===== src/rtl/ntt_pair_addr_gen.sv =====
// ntt_pair_addr_gen
//    Butterfly pair sequencer for a radix-2 NTT/INTT core. Walks all LOG_N
//    stages of a length-N transform and presents, for every butterfly, the two
//    coefficient RAM addresses and the twiddle ROM address on a valid/ready
//    handshake. Stage ordering is Cooley-Tukey for NTT, Gentleman-Sande for INTT.
//
//    Optional feature macro: STAGE_DRAIN_EN
//       When defined, DRAIN_CYCLES idle cycles are inserted between stages so
//       the downstream butterfly/RAM pipeline can retire its writes before the
//       next stage reads them. No drain follows the final stage.
//
//    Ports
//       i_clk        rising-edge clock
//       i_rst        synchronous active-high reset (aborts without a done pulse)
//       i_start      start a transform (only sampled while idle)
//       i_select     0 = NTT, 1 = INTT (latched on accepted start)
//       i_out_ready  downstream accepts the current pair
//       o_out_valid  pair outputs valid
//       o_addr_1     first operand address
//       o_addr_2     second operand address
//       o_tw_addr    twiddle ROM address
//       o_stage      current stage index
//       o_busy       high whenever not idle
//       o_done       one-cycle pulse after the last transfer
module ntt_pair_addr_gen #(
   parameter int LOG_N        = 8,
   parameter int DRAIN_CYCLES = 4
) (
   input  logic             i_clk,
   input  logic             i_rst,
   input  logic             i_start,
   input  logic             i_select,
   input  logic             i_out_ready,
   output logic             o_out_valid,
   output logic [LOG_N-1:0] o_addr_1,
   output logic [LOG_N-1:0] o_addr_2,
   output logic [LOG_N-1:0] o_tw_addr,
   output logic [LOG_N-1:0] o_stage,
   output logic             o_busy,
   output logic             o_done
);

   localparam int PW = LOG_N - 1;
   localparam logic [LOG_N-1:0] LAST_S     = LOG_N'(LOG_N - 1);
   localparam logic [PW-1:0]    LAST_P     = {PW{1'b1}};
   localparam logic [LOG_N-1:0] S_ONE      = {{(LOG_N-1){1'b0}}, 1'b1};
   localparam logic [PW-1:0]    P_ONE      = {{(PW-1){1'b0}}, 1'b1};
   localparam logic [7:0]       DRAIN_LOAD = 8'(DRAIN_CYCLES - 1);

   typedef enum logic [1:0] {
      ST_IDLE  = 2'd0,
      ST_RUN   = 2'd1,
      ST_DRAIN = 2'd2,
      ST_DONE  = 2'd3
   } state_t;

   // Pair address generation. With k = log2(h) (LOG_N-1-s for NTT, s for INTT)
   // both orderings reduce to: addr_1 = p with a zero inserted at bit k,
   // addr_2 = addr_1 | h, tw = (1 << (LOG_N-1-k)) + (p >> k).
   function automatic logic [3*LOG_N-1:0] pair_addr(
      input logic [LOG_N-1:0] s,
      input logic [PW-1:0]    p,
      input logic             sel
   );
      logic [LOG_N-1:0] k;
      logic [LOG_N-1:0] pe;
      logic [LOG_N-1:0] lo_mask;
      logic [LOG_N-1:0] a1;
      logic [LOG_N-1:0] tw;
      k       = sel ? s : (LAST_S - s);
      pe      = {1'b0, p};
      lo_mask = (S_ONE << k) - S_ONE;
      a1      = ((pe & ~lo_mask) << 1) | (pe & lo_mask);
      tw      = (S_ONE << (LAST_S - k)) + (pe >> k);
      return {a1, a1 | (S_ONE << k), tw};
   endfunction

   state_t             r_state;
   state_t             w_state_nxt;
   logic [LOG_N-1:0]   r_s;
   logic [LOG_N-1:0]   w_s_nxt;
   logic [PW-1:0]      r_p;
   logic [PW-1:0]      w_p_nxt;
   logic               r_sel;
   logic               w_sel_nxt;
   logic               w_xfer;
   logic [3*LOG_N-1:0] w_pair;
   logic               w_valid_nxt;
   logic               w_busy_nxt;
   logic               w_done_nxt;
   logic [LOG_N-1:0]   w_addr_1_nxt;
   logic [LOG_N-1:0]   w_addr_2_nxt;
   logic [LOG_N-1:0]   w_tw_nxt;
   logic [LOG_N-1:0]   w_stage_nxt;

`ifdef STAGE_DRAIN_EN
   logic [7:0]         r_drain_cnt;
   logic [7:0]         w_drain_cnt_nxt;
`else
   logic [7:0]         w_unused_drain;
   assign w_unused_drain = DRAIN_LOAD;
`endif

   // out_valid is high exactly in RUN, so a transfer is RUN plus ready.
   assign w_xfer = (r_state == ST_RUN) && i_out_ready;

   // Next-state and counter logic.
   always_comb begin
      w_state_nxt = r_state;
      w_s_nxt     = r_s;
      w_p_nxt     = r_p;
      w_sel_nxt   = r_sel;
`ifdef STAGE_DRAIN_EN
      w_drain_cnt_nxt = r_drain_cnt;
`endif
      case (r_state)
         ST_IDLE: begin
            if (i_start) begin
               w_state_nxt = ST_RUN;
               w_s_nxt     = '0;
               w_p_nxt     = '0;
               w_sel_nxt   = i_select;
            end else begin
               w_state_nxt = ST_IDLE;
            end
         end
         ST_RUN: begin
            if (!w_xfer) begin
               w_state_nxt = ST_RUN;
            end else if (r_p != LAST_P) begin
               w_p_nxt = r_p + P_ONE;
            end else if (r_s != LAST_S) begin
`ifdef STAGE_DRAIN_EN
               w_state_nxt     = ST_DRAIN;
               w_drain_cnt_nxt = DRAIN_LOAD;
`else
               w_s_nxt = r_s + S_ONE;
               w_p_nxt = '0;
`endif
            end else begin
               w_state_nxt = ST_DONE;
            end
         end
         ST_DRAIN: begin
`ifdef STAGE_DRAIN_EN
            if (r_drain_cnt == 8'd0) begin
               w_state_nxt = ST_RUN;
               w_s_nxt     = r_s + S_ONE;
               w_p_nxt     = '0;
            end else begin
               w_drain_cnt_nxt = r_drain_cnt - 8'd1;
            end
`else
            w_state_nxt = ST_IDLE;
`endif
         end
         ST_DONE: begin
            w_state_nxt = ST_IDLE;
         end
         default: begin
            w_state_nxt = ST_IDLE;
         end
      endcase
   end

   // Output decode from the next state so every output leaves a flop.
   always_comb begin
      w_pair       = pair_addr(w_s_nxt, w_p_nxt, w_sel_nxt);
      w_valid_nxt  = (w_state_nxt == ST_RUN);
      w_busy_nxt   = (w_state_nxt != ST_IDLE);
      w_done_nxt   = (w_state_nxt == ST_DONE);
      if (w_valid_nxt) begin
         w_addr_1_nxt = w_pair[3*LOG_N-1:2*LOG_N];
         w_addr_2_nxt = w_pair[2*LOG_N-1:LOG_N];
         w_tw_nxt     = w_pair[LOG_N-1:0];
      end else begin
         w_addr_1_nxt = '0;
         w_addr_2_nxt = '0;
         w_tw_nxt     = '0;
      end
      if ((w_state_nxt == ST_RUN) || (w_state_nxt == ST_DRAIN)) begin
         w_stage_nxt = w_s_nxt;
      end else begin
         w_stage_nxt = '0;
      end
   end

   // State, counters and registered outputs.
   always_ff @(posedge i_clk) begin
      if (i_rst) begin
         r_state     <= ST_IDLE;
         r_s         <= '0;
         r_p         <= '0;
         r_sel       <= 1'b0;
         o_out_valid <= 1'b0;
         o_addr_1    <= '0;
         o_addr_2    <= '0;
         o_tw_addr   <= '0;
         o_stage     <= '0;
         o_busy      <= 1'b0;
         o_done      <= 1'b0;
`ifdef STAGE_DRAIN_EN
         r_drain_cnt <= 8'd0;
`endif
      end else begin
         r_state     <= w_state_nxt;
         r_s         <= w_s_nxt;
         r_p         <= w_p_nxt;
         r_sel       <= w_sel_nxt;
         o_out_valid <= w_valid_nxt;
         o_addr_1    <= w_addr_1_nxt;
         o_addr_2    <= w_addr_2_nxt;
         o_tw_addr   <= w_tw_nxt;
         o_stage     <= w_stage_nxt;
         o_busy      <= w_busy_nxt;
         o_done      <= w_done_nxt;
`ifdef STAGE_DRAIN_EN
         r_drain_cnt <= w_drain_cnt_nxt;
`endif
      end
   end

endmodule


===== config.mk =====
export PLATFORM = sky130hd
export DESIGN_NAME = ntt_pair_addr_gen
export DESIGN_NICKNAME = d
export VERILOG_FILES = /design/src/rtl/ntt_pair_addr_gen.sv
export SDC_FILE = /design/constraint.sdc
export NUM_CORES = 1
export LEC_CHECK = 0
export CAP_MARGIN = 15
export CORE_AREA = 2 2 97 99
export DETAILED_ROUTE_END_ITERATION = 8
export DIE_AREA = 0 0 99 101
export PLACE_DENSITY_LB_ADDON = 0.15
export RECOVER_POWER = 100
export SLEW_MARGIN = 20
export SYNTH_ARGS = -nofsm -noshare
export SYNTH_HDL_FRONTEND = slang
export SYNTH_SLANG_ARGS = --single-unit

===== constraint.sdc =====
create_clock -name i_clk -period 6.9 [get_ports i_clk]
set_input_delay 1.38 -clock i_clk [delete_from_list [all_inputs] [get_ports i_clk]]
set_output_delay 1.38 -clock i_clk [all_outputs]
set_load 0.01 [all_outputs]

# Word level (Yosys, flattened, before mapping)
# Cells that the tools add are included.
# op_classes
n_eq_ne	8
n_shift	3
n_mux	18
add_sub_neg	6
n_reduce_logical	7
n_bitwise	7
# ops
operator	n
8-bit two-way mux	5
7-bit two-way mux	4
8-bit OR	2
8-bit case mux with 2 select lines	1
1-bit by 8-bit left shift with 8-bit output (first input constant)	2
3-bit by 8-bit subtractor with 8-bit output (first input constant)	2
7-bit case mux with 2 select lines	1
8-bit by 1-bit adder with 8-bit output (second input constant)	1
8-bit adder	1
7-bit by 8-bit bitwise AND with 8-bit output	1
2-bit == test (second input constant)	4
8-bit by 3-bit inequality test with 1-bit output (second input constant)	1
7-bit by 8-bit >> shifter with 8-bit output	1
8-bit by 1-bit subtractor with 8-bit output (second input constant)	1
7-bit by 1-bit adder with 7-bit output (second input constant)	1
7-bit bitwise AND	1
7-bit inequality test (second input constant)	1
7-bit inverter	1
2-bit two-way mux	3
2-bit case mux with 3 select lines	1
2-bit OR reduction	3
2-bit by 1-bit == test with 1-bit output (second input constant)	2
1-bit two-way mux	3
2-bit zero test	1
other kinds (4)	5
# word_totals
output_inout_bits	35
register_bits	53
in_bits	5
wordCells	60

# Logic depth before layout (Yosys ltp)
# logic_depth
word_depth	13
ltp_mapped	24
depth_no_buf	23

# Worst setup path after synthesis
# No wires, ideal clock.
# synth_timing
path_type	input port to flip-flop
from	input i_out_ready
to	register o_tw_addr[7]
path_slack_ns	1.203
arrival_time_ns	5.626
path_buffers	2
cell_stages	22
path_cell_list	buf_2 -> and3b_1 -> nand3_1 -> or4_1 -> nand3_2 -> inv_1 -> clkbuf_1 -> ha_1 -> a2111oi_2 -> o22ai_2 -> a2111oi_0 -> a21oi_1 -> nor2_1 -> ha_1 -> a21o_1 -> a21oi_1 -> o21bai_1 -> a21oi_1 -> nor2b_1 -> o21a_1 -> or3_1 -> mux2i_1
# synth_via
elab_chain_cells	8
# synth_rtl
element	line	text
from (decl)	33	input logic i_out_ready,
1-bit logical AND (*)	105	assign w_xfer = (r_state == ST_RUN) && i_out_ready;
8-bit two-way mux	128	if (!w_xfer) begin
8-bit case mux with 2 select lines	116	case (r_state)
3-bit by 8-bit subtractor with 8-bit output	70	k = sel ? s : (LAST_S - s);
8-bit two-way mux	70	
3-bit by 8-bit subtractor with 8-bit output	74	tw = (S_ONE << (LAST_S - k)) + (pe >> k);
1-bit by 8-bit left shift with 8-bit output	74	
8-bit adder	74	
to (signal assigned)	213	o_tw_addr <= w_tw_nxt;
to (decl)	37	output logic [LOG_N-1:0] o_tw_addr,
# Every way passes the cells marked *; elsewhere a longest branch is shown, timed or not.
# A chain may end at the register's enable or synchronous reset.

# Final worst setup path
# Same ends and word-level chain as after synthesis.

==> impl_results.md <==
* Status: finished, final reports clean
* Hold Path Class: reg2reg
* Netlist cell types at 71
* Die ar. at 0.0100 mm²
* Total power at 0.658 mW
* Top_reg_cell synth: dfxtp_1
* DPL Wire Length at 6.33 mm
* F_max at 159 MHz
* Die Y at 101 µm
* Critical Path AT at 6.51 ns
* Worst-margin pin slew at 0.903 ns
* Mean post-synth cell area at 8.14 µm²
* Register area at 0.00106 mm²
* Maximum fanout along the worst path at 9
* Largest net degree at the start of global routing at 23
* Final hold slack at 0.746 ns
* Drt total wl at 8.45 mm
* Placement Setup Slack at 0.529 ns
* Startpoint Class: input pin
* DR iter-0 viols at 234
* Setup Buffers After CTS at 0
* IO Count at 40
* Post-synthesis sequential area ratio at 0.334
* Net count after synthesis at 411
* Period utilization at 0.909
* Chip width at 99 µm
* Synthesis-to-finish area growth at 19.2%
* First-pass GRT wire length at 14.2 mm
* Mapped Cells at 390
* Static Leak at 1.55 nW
* DR WL/cell at 15.6 µm
* CP Capture Type: register
* Hold Violations, Final at 0
* Share of layout cells above drive strength 1 at 0.0650
* TritonCTS clock tree: built
* Worst-skew pair later-pin latency at 0.30 ns
* CTS Buf Count at 5
* Initial antenna violation count at 0
* Worst setup margin at 0.626 ns
* Power Dens Cells at 174 mW/mm²
* Port bufs at 39
* Final Critical Period at 6.27 ns
* Post_cts resized at 0
* Via density per instance at 5.37
* R2R Setup Slk at 1.48 ns
* Critical Setup Path Class: in2reg
* Drt drc at 0
* Vias in the first global route at 2,832
* Clock root cell: clkbuf_8
* Core Area at 0.00898 mm²
* Worst Path Required at 7.14 ns
* Router iterations before antenna repair at 4
* Starting Density at 0.353
* Max IR drop VDD at 0.0000985 V
* Inst Count DP at 534
* Post-synth EDFFs at 0
* Max Buffers Root-to-Sink at 2
* Final Util at 0.421
* Setup Viol. Count Final at 0
* Fillcell total at 931
* Cell area after synthesis at 0.00317 mm²
* Ys Warns at 0
* Clk_skew at 0.00688 ns
* Fin nets at 451
* Clock transition at path regs at 0.10 ns
* Htree depth at 2
* RSZ-0062 raised after global routing: false
* Gr usage total at 0.175
* Post-route cell area at 0.00378 mm²
* Setup_tns at 0 ns
* Non-filler cells, final at 542
* Sink Count at 53
* Routability Congestion at 0.883
* Synth Register Bits at 53
* Vias at 2,912
* Rows at 35
* Area occupied by multi-input gates at 0.00197 mm²
* Post-synth ARST share at 0
* Hold_buf cts at 0
* Detail Route Antenna Nets at 0
* Number of max-cap violations at 0
* ANT cells at 0
* Slew Viols, Final at 0
* Grt ovf at 0
* Max transition margin at 0.398
* Placed cell area at 0.00369 mm²
==> path summary, 6_finish.rpt <==
check              start            to  cells after the start
max          i_out_ready  o_tw_addr[7]                     23
min               r_p[0]        r_p[0]                      2
max reg2reg   r_state[0]  o_tw_addr[7]                     22
min reg2reg       r_p[0]        r_p[0]                      2
==> cell families (layout without fill, tap and decap cells) <==
| kind of cell | Yosys count | count (layout) | synth area share |
|---|---|---|---|
| DFF | 53 | 53 | 0.334 |
| adders and majority gates | 16 | 16 | 0.0655 |
| buffers and inverters | 24 | 65 | 0.0371 |
| and+or+nand+nor | 184 | 184 | 0.289 |
| muxes | 7 | 7 | 0.0268 |
| AOI/OAI and AO/OA | 93 | 93 | 0.209 |
| xor gates and xnor gates | 13 | 13 | 0.0383 |
==> cells in the mapped netlist (3+ instances only) <==
| master | n | area [µm²] |
|---|---|---|
| o22ai_1 | 3 | 18.8 |
| nor2b_1 | 7 | 43.8 |
| nand2_1 | 34 | 128 |
| a21o_1 | 3 | 22.5 |
| nand4_1 | 4 | 25.0 |
| dfxtp_1 | 53 | 1060 |
| nor2_1 | 57 | 214 |
| o21ai_0 | 16 | 80.1 |
| mux2i_1 | 4 | 40.0 |
| o21bai_1 | 4 | 30.0 |
| a21oi_1 | 25 | 125 |
| buf_4 | 4 | 30.0 |
| nor4_1 | 7 | 43.8 |
| xnor2_1 | 10 | 87.6 |
| a31oi_1 | 6 | 37.5 |
| and2_1 | 7 | 43.8 |
| inv_1 | 7 | 26.3 |
| or3_1 | 4 | 25.0 |
| nor3_1 | 20 | 100 |
| o21a_1 | 3 | 22.5 |
| clkbuf_1 | 4 | 15.0 |
| nor3b_1 | 4 | 30.0 |
| nand3_1 | 19 | 95.1 |
| o211ai_1 | 3 | 22.5 |
| ha_1 | 15 | 188 |
| nand2b_1 | 7 | 43.8 |
| buf_2 | 4 | 20.0 |
| buf_1 | 3 | 11.3 |
==> state kept, by name (all words and copies together), names as in the netlist <==
register and flops:
r_state 2, o_out_valid 1, r_s 8, o_addr_1 8, o_busy 1, o_addr_2 8
r_sel 1, r_p 7, o_done 1, o_stage 8, o_tw_addr 8
==> where the power goes <==
group	switching, mW	total (mW)	internal (mW)
Clock	0.104	0.248	0.144
Combinational	0.0601	0.0949	0.0349
Sequential	0.00272	0.315	0.312
==> cells in the final DEF (no fill, tap or decap), types with 6 or more instances in the layout <==
cell type / synthesis / routed
a21oi_1: 25 / 26
a31oi_1: 6 / 6
and2_1: 7 / 6
dfxtp_1: 53 / 53
dlygate4sd3_1: 0 / 37
ha_1: 15 / 15
inv_1: 7 / 7
nand2_1: 34 / 34
nand2b_1: 7 / 7
nand3_1: 19 / 19
nor2_1: 57 / 57
nor2b_1: 7 / 7
nor3_1: 20 / 20
nor4_1: 7 / 8
o21ai_0: 16 / 16
xnor2_1: 10 / 10
==> routing by layer <==
metal / GRT usage / wire length, µm / up-vias
met5: 0 / 0 / -
met4: 0.0464 / 55 / 0
met3: 0.0264 / 294 / 5
met2: 0.285 / 3940 / 65
met1: 0.241 / 4160 / 1355
li1: - / - / 1487
==> final cells by class <==
| cell class | count | area share |
|---|---|---|
| Multi-Input combinational cell | 313 | 0.521 |
| Inverter | 8 | 0.00794 |
| Clock buffer | 5 | 0.0182 |
| Tap cell | 111 | 0.0367 |
| Clock inverter | 3 | 0.0172 |
| Sequential cell | 53 | 0.280 |
| Timing Repair Buffer | 49 | 0.118 |
==> worst max-delay path, stage by stage <==
cell and delay, ns:
dlygate4sd3_1 0.70, and3b_1 0.25, nand3_1 0.15, or4_1 0.44, nand3_2 0.17, inv_1 0.08, ha_1 0.31, nand2_1 0.08
o21a_1 0.14, ha_1 0.20, and3b_1 0.17, o211a_1 0.23, o21bai_1 0.42, nor3_1 0.17, ha_1 0.32, a21o_1 0.15
a21oi_1 0.22, o21bai_1 0.09, a21oi_1 0.17, nor2b_1 0.08, o21a_1 0.17, or3_1 0.30, mux2i_1 0.12
(Power assumes the default switching activity.)
